**src/rtl/sub_word_d_mem_write_rv_pkg.sv**
```systemverilog
// sub_word_d_mem_write_rv_pkg: access-size codes and store FSM encodings shared with the read path.
package sub_word_d_mem_write_rv_pkg;
    localparam logic [1:0] MEM_ACCESS_BYTE      = 2'b00;
    localparam logic [1:0] MEM_ACCESS_HALF_WORD = 2'b01;
    localparam logic [1:0] MEM_ACCESS_WORD      = 2'b10;

    localparam logic [2:0] S_IDLE  = 3'd0;
    localparam logic [2:0] S_READ  = 3'd1;
    localparam logic [2:0] S_MERGE = 3'd2;
    localparam logic [2:0] S_WRITE = 3'd3;
    localparam logic [2:0] S_FAULT = 3'd4;
endpackage

```
**src/rtl/sub_word_merge_rv.sv**
```systemverilog
// sub_word_merge_rv: replaces one byte or halfword lane of a memory word with store data.
module sub_word_merge_rv
    import sub_word_d_mem_write_rv_pkg::*;
(
    input  logic [31:0] word_i,
    input  logic [31:0] value_i,
    input  logic [1:0]  offset_i,
    input  logic [1:0]  size_i,
    output logic [31:0] merged_o
);
    always_comb begin
        merged_o = word_i;
        if (size_i == MEM_ACCESS_BYTE)
            merged_o[{offset_i, 3'b000} +: 8] = value_i[7:0];
        else if (size_i == MEM_ACCESS_HALF_WORD)
            merged_o[{offset_i[1], 4'b0000} +: 16] = value_i[15:0];
        else
            merged_o = value_i;
    end
endmodule

```
**src/rtl/sub_word_d_mem_write_rv.sv**
```systemverilog
// sub_word_d_mem_write_rv: byte/half/word store engine for a memory without byte enables;
// sub-word stores do read-modify-write, misaligned half/word stores are rejected.
module sub_word_d_mem_write_rv
    import sub_word_d_mem_write_rv_pkg::*;
(
    input  logic        iwClock,
    input  logic        iwnReset,
    input  logic        iwStart,
    input  logic [31:0] iwAddress,
    input  logic [31:0] iwValue,
    input  logic [1:0]  iwDMemAccess,
    output logic [31:0] owMemAddress,
    output logic        owMemReadEnable,
    input  logic [31:0] iwMemReadData,
    output logic        owMemWriteEnable,
    output logic [31:0] owMemWriteData,
    output logic        owBusy,
    output logic        owDone,
    output logic        owMisaligned
);
    logic [2:0]  state_q, state_d;
    logic [31:0] addr_q, addr_d;
    logic [31:0] wdata_q, wdata_d;
    logic [1:0]  size_q, size_d;
    logic [31:0] merged;
    logic        is_byte, is_half, misaligned;

    assign is_byte    = iwDMemAccess == MEM_ACCESS_BYTE;
    assign is_half    = iwDMemAccess == MEM_ACCESS_HALF_WORD;
    assign misaligned = is_half ? iwAddress[0] : (!is_byte && iwAddress[1:0] != 2'b00);

    sub_word_merge_rv u_merge (
        .word_i   (iwMemReadData),
        .value_i  (wdata_q),
        .offset_i (addr_q[1:0]),
        .size_i   (size_q),
        .merged_o (merged)
    );

    // wdata_q holds the raw store value until MERGE overwrites it with the merged word
    always_comb begin
        state_d = state_q;
        addr_d  = addr_q;
        size_d  = size_q;
        wdata_d = wdata_q;
        if (state_q == S_IDLE && iwStart) begin
            addr_d  = iwAddress;
            size_d  = iwDMemAccess;
            wdata_d = iwValue;
            state_d = misaligned ? S_FAULT : (is_byte || is_half) ? S_READ : S_WRITE;
        end else if (state_q == S_READ) begin
            state_d = S_MERGE;
        end else if (state_q == S_MERGE) begin
            wdata_d = merged;
            state_d = S_WRITE;
        end else if (state_q != S_IDLE) begin
            state_d = S_IDLE;
        end
    end

    always_ff @(posedge iwClock or negedge iwnReset) begin
        if (!iwnReset) begin
            state_q <= S_IDLE;
            addr_q  <= '0;
            size_q  <= '0;
            wdata_q <= '0;
        end else begin
            state_q <= state_d;
            addr_q  <= addr_d;
            size_q  <= size_d;
            wdata_q <= wdata_d;
        end
    end

    assign owMemAddress     = {addr_q[31:2], 2'b00};
    assign owMemWriteData   = wdata_q;
    assign owMemReadEnable  = state_q == S_READ;
    assign owMemWriteEnable = state_q == S_WRITE;
    assign owDone           = state_q == S_WRITE;
    assign owMisaligned     = state_q == S_FAULT;
    assign owBusy           = state_q != S_IDLE;
endmodule

```
**config.mk**
```make
export PLATFORM = sky130hd
export DESIGN_NAME = sub_word_d_mem_write_rv
export DESIGN_NICKNAME = d
export VERILOG_FILES = /design/src/rtl/sub_word_d_mem_write_rv_pkg.sv /design/src/rtl/sub_word_merge_rv.sv /design/src/rtl/sub_word_d_mem_write_rv.sv
export SDC_FILE = /design/constraint.sdc
export NUM_CORES = 1
export LEC_CHECK = 0
export ABC_AREA = 1
export BUFFER_PORTS_ARGS = -buffer_cell sky130_fd_sc_hd__buf_4
export CAP_MARGIN = 30
export CORE_AREA = 2 2 101 103
export DETAILED_ROUTE_END_ITERATION = 12
export DIE_AREA = 0 0 103 105
export PLACE_DENSITY = 0.86
export SETUP_SLACK_MARGIN = 0.4
export SYNTH_ARGS = -nofsm -noshare
export SYNTH_HDL_FRONTEND = slang
export SYNTH_HIERARCHICAL = 1
export SYNTH_SLANG_ARGS = --single-unit
```
**constraint.sdc**
```tcl
create_clock -name iwClock -period 5.8 [get_ports iwClock]
set_clock_uncertainty 0.1 [all_clocks]
set_input_delay 1.16 -clock iwClock [delete_from_list [all_inputs] [get_ports iwClock]]
set_output_delay 1.16 -clock iwClock [all_outputs]
set_load 0.1 [all_outputs]
```
# ---- Word-level counts from Yosys, hierarchy flattened
# Index checks and enable logic that the tools add are counted.
dict set report totals {
  regBits 69
  wordCells 44
  output_inout_bits 69
  in_bits 101
}
dict set report classes {
  mux 14
  n_reduce_logical 13
  shifts 4
  n_eq_ne 7
  addsub 2
}
# cell count
set ops {}
lappend ops {{two-way mux 32 bit} 5}
lappend ops {{bitwise mux 32 bit} 2}
lappend ops {{variable shift 16 x 7 -> 32 bit (first input constant)} 1}
lappend ops {{variable shift 8 x 7 -> 32 bit (first input constant)} 1}
lappend ops {{indexed part select 16 x 7 -> 32 bit} 1}
lappend ops {{indexed part select 8 x 7 -> 32 bit} 1}
lappend ops {{two-way mux 3 bit} 5}
lappend ops {{negator 5 -> 7 bit} 2}
lappend ops {{== test 3 x 2 -> 1 bit (second input constant)} 2}
lappend ops {{nonzero test 3 bit} 2}
lappend ops {{== test 2 x 1 -> 1 bit (second input constant)} 2}
lappend ops {{zero test 2 bit} 2}
lappend ops {{nonzero test 2 bit} 2}
lappend ops {{nonzero test 4 bit} 1}
lappend ops {{== test 3 x 1 -> 1 bit (second input constant)} 1}
lappend ops {{== test 3 bit (second input constant)} 1}
lappend ops {{zero test 3 bit} 1}
lappend ops {{AND reduction 3 bit} 1}
lappend ops {{logical AND 1 bit} 2}
lappend ops {{two-way mux 2 bit} 1}
lappend ops {{inequality test 2 x 1 -> 1 bit (second input constant)} 1}
lappend ops {{zero test 1 bit} 1}
lappend ops {{logical OR 1 bit} 1}
lappend ops {{two-way mux 1 bit} 1}

# ---- Depth between registers and ports, before layout
# Gate-level depths: netlist of run 1.
dict set report logic_depth {
  ltp_word 8
  ltp_mapped 16
  depth_no_buf 13
}

# ---- Hierarchy
# The synthesis of run 1 kept the hierarchy.
# mod instances cells_each seq_area_each_um2 area_each_um2
set modules_own_cells {}
lappend modules_own_cells {sub_word_d_mem_write_rv 1 482 1726.7 3658.5}
lappend modules_own_cells {sub_word_merge_rv 1 363 0.0 1636.6}

# ---- Worst setup path before layout of run 1
# No wires, ideal clock.
dict set report synth_timing {
  path_type {reg2out}
  from {reg state_q[2]}
  to {out owMisaligned}
  required_time_ps 4540
  n_path_buf 1
  stages_incl_launch_ff 4
  path_slack_ps 1882
  t_arrival_ps 2658
  cell_sequence {dfrtp_1 inv_2 clkbuf_1 nor3_1}
}
dict set report synth_between {
  elab_chain_cells 1
}
# item line_no
set synth_lines {}
lappend synth_lines {{start, declared} sub_word_d_mem_write_rv.sv:21} ;# logic [2:0] state_q, state_d;
lappend synth_lines {{start signal, assigned} sub_word_d_mem_write_rv.sv:68} ;# state_q <= state_d;
lappend synth_lines {{== test 3 bit} sub_word_d_mem_write_rv.sv:80} ;# assign owMisaligned = state_q == S_FAULT;
lappend synth_lines {{end, declared} sub_word_d_mem_write_rv.sv:19} ;# output logic owMisaligned
# Every way passes these cells.

# ---- Worst setup path after layout of run 1
dict set report layout_timing {
  from {reg state_q[2]}
  to {out owMemReadEnable}
}
dict set report layout_between {
  elab_chain_cells 1
}
# item line_no
set layout_lines {}
lappend layout_lines {{== test 3 x 1 -> 1 bit} sub_word_d_mem_write_rv.sv:77} ;# assign owMemReadEnable = state_q == S_READ;
lappend layout_lines {{end, declared} sub_word_d_mem_write_rv.sv:13} ;# output logic owMemReadEnable,
# Every way passes these cells.

==> results of run 1 <==
==> layer usage <==
metal | share of wire (%) | vias up
li1 | - | 2783
met1 | 41 | 2539
met2 | 45 | 314
met5 | 0 | -
met4 | 2.5 | 0
met3 | 11 | 32
==> layout make-up <==
| cell class | instances | area (µm²) |
|---|---|---|
| Fill cell | 935 | 3160 |
| Multi-Input combinational cell | 584 | 2630 |
| Sequential cell | 69 | 1730 |
| Timing Repair Buffer | 168 | 1280 |
| Inverter | 116 | 438 |
| Tap cell | 133 | 166 |
| Clock buffer | 9 | 124 |
| Clock inverter | 7 | 106 |
==> state kept, by name (all words and copies together), names as in the netlist <==
register / count
addr_q: 32
owMemWriteData: 32
state_q: 3
size_q: 2
==> final timing paths <==
path	from	to	depth (start not counted)
max in group asynchronous	iwnReset	owMemWriteData[25]	1
max	state_q[2]	owMemReadEnable	4
min in group asynchronous	iwnReset	addr_q[30]	1
min reg2reg	addr_q[5]	addr_q[5]	2
max reg2reg	addr_q[1]	owMemWriteData[27]	13
min	addr_q[5]	addr_q[5]	2
==> synthesized netlist by cell type (6+ instances only) <==
cell | instances | area [µm²]
nand4_1 | 40 | 250
dfrtp_1 | 69 | 1730
nand3_1 | 97 | 485
buf_6 | 6 | 67.6
buf_4 | 40 | 300
o21ai_0 | 10 | 50.1
a21oi_1 | 11 | 55.1
buf_2 | 20 | 100
nor2_1 | 21 | 78.8
or2_2 | 6 | 37.5
clkbuf_1 | 11 | 41.3
nand2_1 | 365 | 1370
a21boi_1 | 8 | 60.1
inv_1 | 106 | 398
==> layout by cell type (no fill, tap or decap), drive strengths merged, types with 9 or more instances in the layout <==
cell type and count:
nand2 368, buf 168, inv 115, nand3 98, dfrtp 69, nand4 40
nor2 28, o21ai 12, a21oi 11, clkbuf 9
==> logic make-up (layout without fill, tap and decap cells) <==
| logic type | after synthesis | count (layout) | share of synthesized area [%] |
|---|---|---|---|
| AOI/OAI and AO/OA | 31 | 31 | 3.31 |
| DFF | 69 | 69 | 32.6 |
| other | 1 | 2 | 0.0708 |
| adders and majority gates | 5 | 5 | 1.18 |
| buffers and inverters | 193 | 300 | 17.9 |
| and+or+nand+nor | 546 | 546 | 44.9 |
==> stage by stage <==
step	setup slack, ns	hold WS, ns	instance area, µm²	std cells	utilization [%]
floorplan	1.88	0.350	5300	846	-
global placement	1.83	0.365	6220	1069	64.5
detailed placement	2.59	0.366	6240	1070	64.8
CTS	2.73	0.389	6470	1086	67.2
global route	2.62	0.421	6470	1086	67.2
finish	2.75	0.385	6470	1086	67.2
==> critical path, cell delays in order, from the launching register on <==
cell,delay (ns)
dfrtp_1,0.39
inv_2,0.47
nand2_1,0.13
nor2_1,0.13
buf_4,0.30
==> impl_metrics.tcl, run 1 <==
set metrics [dict create \
    grt_pass1_vias 5393 \
    fin_crit_ns 3.05 \
    yosys_warnings 6 \
    ys_ff_latch 69 \
    relSlewSlack_pct 38.2 \
    startpoint_type "register" \
    syn_area_mm2 0.00530 \
    rsz0062_at_grt "no" \
    hold_class "reg -> reg" \
    area_growth_pct 22.3 \
    worst_pin_slew_ns 0.921 \
    drc 0 \
    overflow 0 \
    cp-end-kind "primary output" \
    finalSetupViolCount 0 \
    ys_seq_area_share_pct 32.6 \
    drive_gt1_share_pct 21.8 \
    syn_inst 845 \
    wire_per_inst_um 14.4 \
    setup_tns_ns 0 \
    cts.clk_slew.worst_paths_ns 0.08 \
    synth-edff-count 0 \
    synth_area_per_cell_um2 6.27 \
    track_usage_pct 30.0 \
    clkLatencyLatePin_ns 0.36 \
    dp_hpwl_um 11300 \
    htree_levels 3 \
    critPathKind "reg -> out" \
    cap_violations 0 \
    synth_cell_types 29 \
    arrival_ns 1.79 \
    layout.nets 1054 \
    cts_tree "done" \
    chipHeight_um 105 \
    numCtsBuffers 9 \
    grt_use_met2_pct 45.2 \
    drv_slew 0 \
    cts_setup_buffers 0 \
    cts-hold-fix-buffers 0 \
    dr.pass1.iters 7 \
    use_met3_pct 6.82 \
    ant_nets 0 \
    max-clock-path-buffers 2 \
    grtUsageMet1_pct 41.8 \
    reg2reg_setup_slack_ns 2.93 \
    placementRows 36 \
    crit_required_ns 4.54 \
    grt_most_used_layer "met2" \
    antenna_found_initial 0 \
    grt_max_degree 75 \
    via_per_inst 5.22 \
    coreArea_mm2 0.00964 \
    grt_pass1_wl_um 25800 \
    via_count 5668 \
    clockRootBuffer "clkbuf_8" \
    drtIter0Drc 536 \
    numClockSinks 69 \
    status "complete, no violations" \
    boundaryPins 170 \
    ctsResizeCount 0 \
    path_max_fanout 37 \
    start_util_pct 54.9 \
    wirelength_um 15700 \
    diodes 0 \
    final_hold_viol_count 0 \
    finalCritPeriodShare_pct 52.6 \
    numPortBuffers 167 \
    synthFlopType "dfrtp_1" \
    dieWidth_um 103 \
    max_freq_ghz 0.328 \
    place.gp.congestion 0.979 \
    synthArstFlopShare_pct 100 \
    dieArea_mm2 0.0108 \
]
Power of run 1 is left out: the tool's default activity adds up to more than one toggle a clock period on the data nets, which glitch-free logic cannot reach.
==> run 2, diff against run 1 <==
--- a/config.mk
+++ b/config.mk
@@ -8,10 +8,10 @@
 export ABC_AREA = 1
 export BUFFER_PORTS_ARGS = -buffer_cell sky130_fd_sc_hd__buf_4
 export CAP_MARGIN = 30
-export CORE_AREA = 2 2 101 103
+export CORE_AREA = 2 2 104 106
 export DETAILED_ROUTE_END_ITERATION = 12
-export DIE_AREA = 0 0 103 105
-export PLACE_DENSITY = 0.86
+export DIE_AREA = 0 0 106 108
+export PLACE_DENSITY = 0.82
 export SETUP_SLACK_MARGIN = 0.4
 export SYNTH_ARGS = -nofsm -noshare
 export SYNTH_HDL_FRONTEND = slang
==> constraint.sdc (replaced) <==
create_clock -name iwClock -period 3 [get_ports iwClock]
set_clock_uncertainty 0.1 [all_clocks]
set_input_delay 0.6 -clock iwClock [delete_from_list [all_inputs] [get_ports iwClock]]
set_output_delay 0.6 -clock iwClock [all_outputs]
set_load 0.1 [all_outputs]
==> run 2 against run 1 <==
Compared with the run above:
- critical path depth is 8 higher
- sequential share of layout area is 0.28 points lower
- flip-flop and latch count is the same
- worst hold slack lost 0.11 ns
- highest routed layer unchanged
- wire length increased by 5.2%
- design area up 1.1%
- non-clock buffer count up 8
- critical path type is now reg -> reg
- clock-buffer cell count did not move
- core utilization fell by 3.2 points
==> impl_metrics.tcl, run 2 (synthesis gave the netlist of run 1 again) <==
set metrics [dict create \
    wire_per_inst_um 15.0 \
    layout.nets 1062 \
    numClockSinks 69 \
    via_per_inst 5.19 \
    critPathKind "reg -> reg" \
    finalSetupViolCount 0 \
    final_common_cell "nand2_1" \
    dp_hpwl_um 12000 \
    crit_path_cell_trace "inv_2, ha_1, clkinv_1, nor2_2, nand2_1, nand2_1, nand2_1, nand2_1, inv_1, nand2_1, nand3_1, nand2_1" \
    reg2reg_setup_slack_ns 0.57 \
    dieWidth_um 106 \
    fin_crit_ns 2.43 \
    via_count 5696 \
    arrival_ns 2.62 \
    wirelength_um 16500 \
    grt_pass1_wl_um 26600 \
    max_stage_delay_ns 0.44 \
    r2r_cells 12 \
    final_hold_viol_count 0 \
    max-clock-path-buffers 2 \
    timing.rr.end "owMemWriteData[10]" \
    place.gp.congestion 1.03 \
    area_growth_pct 23.6 \
    antenna_found_initial 0 \
    worst-path-buf-inv 3 \
    drv_slew 0 \
    relSlewSlack_pct 39.6 \
    cp-end-kind "register" \
    finalWorstSetupSlack_ns 0.567 \
    setup_tns_ns 0 \
    numCtsBuffers 9 \
    slowest_stage "nor2_2" \
    placementRows 37 \
    hold_class "in -> async" \
    path_max_fanout 28 \
    cts.clk_slew.worst_paths_ns 0.09 \
    drive_gt1_share_pct 22.8 \
    drc 0 \
    chipHeight_um 108 \
    grt_pass1_vias 5300 \
    mostFrequentLayoutCells "nand2_1, buf_4, inv_1" \
    drtIter0Drc 480 \
    cts_tree "done" \
    dr.pass1.iters 7 \
    max_freq_ghz 0.411 \
    htree_levels 3 \
    status "complete, no violations" \
    rsz0062_at_grt "yes" \
    ant_nets 0 \
    start_util_pct 51.8 \
    dp.cells 1081 \
    place_ws_ns 0.554 \
    cap_violations 0 \
    coreArea_mm2 0.0102 \
    boundaryPins 170 \
    dieArea_mm2 0.0114 \
    diodes 0 \
    finalCritPeriodShare_pct 81.1 \
    startpoint_type "register" \
    instances_no_fill 1097 \
    clkLatencyLatePin_ns 0.35 \
    overflow 0 \
    reg2reg_from "addr_q[1]" \
    worst_pin_slew_ns 0.906 \
    numPortBuffers 167 \
    crit_family "simple AND/OR/NAND/NOR gates" \
    crit_required_ns 3.19 \
    track_usage_pct 29.3 \
    clockRootBuffer "clkbuf_8" \
    grt_max_degree 70 \
    crit_path_frequent_cell "nand2_1" \
]
[run 2: routing by layer]
layer / share of wire [%] / track usage [%] / up-vias
met5: 0 / 0 / -
met4: 2.0 / 10.2 / 0
met3: 11 / 5.85 / 25
met2: 45 / 45.5 / 324
met1: 43 / 40.9 / 2549
li1: - / - / 2798
[run 2: worst reg2reg max path, delay by kind of cell (launching register included)]
kind	cells	cell delay [ns]
AND/OR/NAND/NOR	8	0.99
buffers and inverters	3	0.65
flip-flops	1	0.39
adder cells (fa/ha/maj)	1	0.24
[run 2: area by class of cell]
class                   count  area [µm²]
clock buffers               9         124
clock inverters             7         121
fillers                   973        3690
inverters                 116         438
multi-input cells         584        2640
flip-flops and latches     69        1730
well taps                 136         170
repair buffers            176        1320
[run 2: what timing repair did]
action	in CTS	in global routing
setup buffers	0	0
gates resized for setup	0	1
hold buffers	0	0
endpoints found under the setup margin	0	14
[run 2: how the worst max path moves through the flow]
stage	startpoint	end	slack, ns	cells past startpoint
after floorplan	state_q[2]	owMemReadEnable	0.46	3
after global placement	addr_q[1]	owMemWriteData[24]	0.62	13
after detailed placement	addr_q[1]	owMemWriteData[24]	0.55	13
after CTS	addr_q[1]	owMemWriteData[24]	0.55	13
after global routing	addr_q[1]	owMemWriteData[28]	0.40	13
final	addr_q[1]	owMemWriteData[10]	0.57	12
[run 2: stage by stage]
stage	instance area, µm²	utilization [%]	hold WS [ns]
after floorplan	5310	-	0.204
after global placement	6300	61.5	0.364
after detailed placement	6300	61.5	0.367
after CTS	6540	63.9	0.301
after global routing	6540	64.0	0.330
final	6540	64.0	0.274
Power of run 2 is left out for the same reason.
==> run 3, diff against run 2 <==
--- a/config.mk
+++ b/config.mk
@@ -8,10 +8,10 @@
 export ABC_AREA = 1
 export BUFFER_PORTS_ARGS = -buffer_cell sky130_fd_sc_hd__buf_4
 export CAP_MARGIN = 30
-export CORE_AREA = 2 2 104 106
+export CORE_AREA = 2 2 110 112
 export DETAILED_ROUTE_END_ITERATION = 12
-export DIE_AREA = 0 0 106 108
-export PLACE_DENSITY = 0.82
+export DIE_AREA = 0 0 112 114
+export PLACE_DENSITY = 0.77
 export SETUP_SLACK_MARGIN = 0.4
 export SYNTH_ARGS = -nofsm -noshare
 export SYNTH_HDL_FRONTEND = slang
==> constraint.sdc (replaced) <==
create_clock -name iwClock -period 2 [get_ports iwClock]
set_clock_uncertainty 0.1 [all_clocks]
set_input_delay 0.4 -clock iwClock [delete_from_list [all_inputs] [get_ports iwClock]]
set_output_delay 0.4 -clock iwClock [all_outputs]
set_load 0.1 [all_outputs]
==> run 3 against run 2 <==
Compared with the run above:
- sequential share of layout area is 2.7 points lower
- register-to-register slack got worse by 0.52 ns
- first-iteration DRC count decreased by 1.5%
- critical path type unchanged
- via count up 2.2%
- die area increased by 12%
- non-clock buffer count increased by 33
- critical path depth decreased by 2
- wire length is 5.7% higher
- core utilization shrank 1.1 points
- worst hold slack worse by 0.11 ns
- clock-buffer cell count grew 2
- highest routed layer unchanged
- global-route usage down 2.0 points
==> impl_metrics.tcl, run 3 (synthesis gave the netlist of run 1 again) <==
set metrics [dict create \
    worst-path-buf-inv 3 \
    startpoint_type "register" \
    final_hold_viol_count 0 \
    cp-end-kind "register" \
    grt_pass1_vias 5431 \
    design_area_mm2 0.00736 \
    chipHeight_um 114 \
    max_freq_ghz 0.512 \
    critPathKind "reg -> reg" \
    dp_hpwl_um 12700 \
    diodes 0 \
    dieWidth_um 112 \
    fin_crit_ns 1.95 \
    numPortBuffers 167 \
    place.gp.congestion 1.04 \
    dieArea_mm2 0.0128 \
    grt_pass1_wl_um 27800 \
    overflow 0 \
    drv_slew 0 \
    slowest_stage "dfrtp_2" \
    rsz0062_at_grt "yes" \
    reg2reg_from "addr_q[0]" \
    numCtsBuffers 9 \
    status "complete, no violations" \
    crit_required_ns 2.17 \
    coreArea_mm2 0.0117 \
    hold_class "in -> reg" \
    r2r_cells 10 \
    drive_gt1_share_pct 31.3 \
    finalSetupViolCount 0 \
    setup_tns_ns 0 \
    mostFrequentLayoutCells "nand2_1, buf_4, inv_1" \
    clkLatencyLatePin_ns 0.33 \
    crit_path_cell_trace "clkinvlp_4, ha_4, inv_4, nor2_4, nand3b_1, a21oi_2, inv_1, nand2_1, nand3_1, nand2_1" \
    cap_violations 0 \
    final_common_cell "nand2_1" \
    crit_path_frequent_cell "nand2_1" \
    path_depth 10 \
    finalCritPeriodShare_pct 97.7 \
    arrival_ns 2.12 \
    dr.pass1.iters 5 \
    via_count 5822 \
    drc 0 \
    critPathLaunch "addr_q[0]" \
    wire_per_inst_um 15.3 \
    reg2reg_setup_slack_ns 0.05 \
    max_stage_delay_ns 0.41 \
    antenna_found_initial 0 \
    critPathCapture "owMemWriteData[18]" \
    start_util_pct 45.2 \
    placementRows 40 \
    place_area_mm2 0.00667 \
    max-clock-path-buffers 2 \
    wirelength_um 17400 \
    area_growth_pct 39.0 \
    track_usage_pct 27.3 \
    crit_family "simple AND/OR/NAND/NOR gates" \
    numClockSinks 69 \
    timing.rr.end "owMemWriteData[18]" \
    cts_tree "done" \
    ant_nets 0 \
    boundaryPins 170 \
    htree_levels 3 \
    path_max_fanout 8 \
    layout.nets 1095 \
    drtIter0Drc 473 \
    clockRootBuffer "clkbuf_16" \
    via_per_inst 5.10 \
    grt_max_degree 43 \
    cts.clk_slew.worst_paths_ns 0.06 \
]
==> run 3: layer usage <==
layer  share of wire (%)  track usage, %  vias to the layer above
met4                 2.9            10.8                        0
met3                 9.9            7.55                       40
met5                   0               0                        -
met2                  46            42.9                      283
met1                  41            35.9                     2632
li1                    -               -                     2867
==> run 3: area by class of cell <==
class / count / area, µm²
Clock buffer: 11 / 243
Timing Repair Buffer: 209 / 1760
Fill cell: 1115 / 4350
Clock inverter: 5 / 60.1
Inverter: 116 / 472
Tap cell: 147 / 184
Sequential cell: 69 / 1740
Multi-Input combinational cell: 584 / 2900
==> run 3: how the worst min path moves through the flow <==
| stage | end | depth (start not counted) | from | slack, ns |
|---|---|---|---|---|
| floorplan | addr_q[0] | 0 | iwnReset | 0.004 |
| detailed placement | owMemWriteData[29] | 1 | iwnReset | 0.21 |
| CTS | addr_q[2] | 3 | iwAddress[2] | 0.15 |
| global route | addr_q[24] | 3 | iwAddress[24] | 0.16 |
| global placement | owMemWriteData[29] | 1 | iwnReset | 0.21 |
| finish | addr_q[2] | 3 | iwAddress[2] | 0.16 |
==> run 3: worst register-to-register path: cells and delay by family (launching register included) <==
kind / cells / cell delay, ns
and+or+nand+nor: 5 / 0.60
DFF: 1 / 0.41
adders and majority gates: 1 / 0.34
buffers and inverters: 3 / 0.27
AOI/OAI and AO/OA: 1 / 0.18
==> run 3: what timing repair did <==
action	in CTS	in global routing
pin swaps	19	49
cloned	0	1
gates resized for setup	42	33
hold buffers	1	0
endpoints found under the setup margin	54	73
hold endpoints to repair	17	0
buffers inserted	6	6
==> run 3: through the flow <==
| step | worst slack, ns | cells | hold slack (ns) | util (%) |
|---|---|---|---|---|
| floorplan | 0.0490 | 846 | 0.00441 | - |
| global placement | 0.119 | 1111 | 0.207 | 56.9 |
| detailed placement | 0.0896 | 1111 | 0.208 | 56.9 |
| CTS | 0.137 | 1134 | 0.151 | 61.2 |
| global route | -0.0803 | 1141 | 0.160 | 62.8 |
| finish | 0.0455 | 1141 | 0.159 | 62.8 |
Power of run 3 is left out for the same reason.
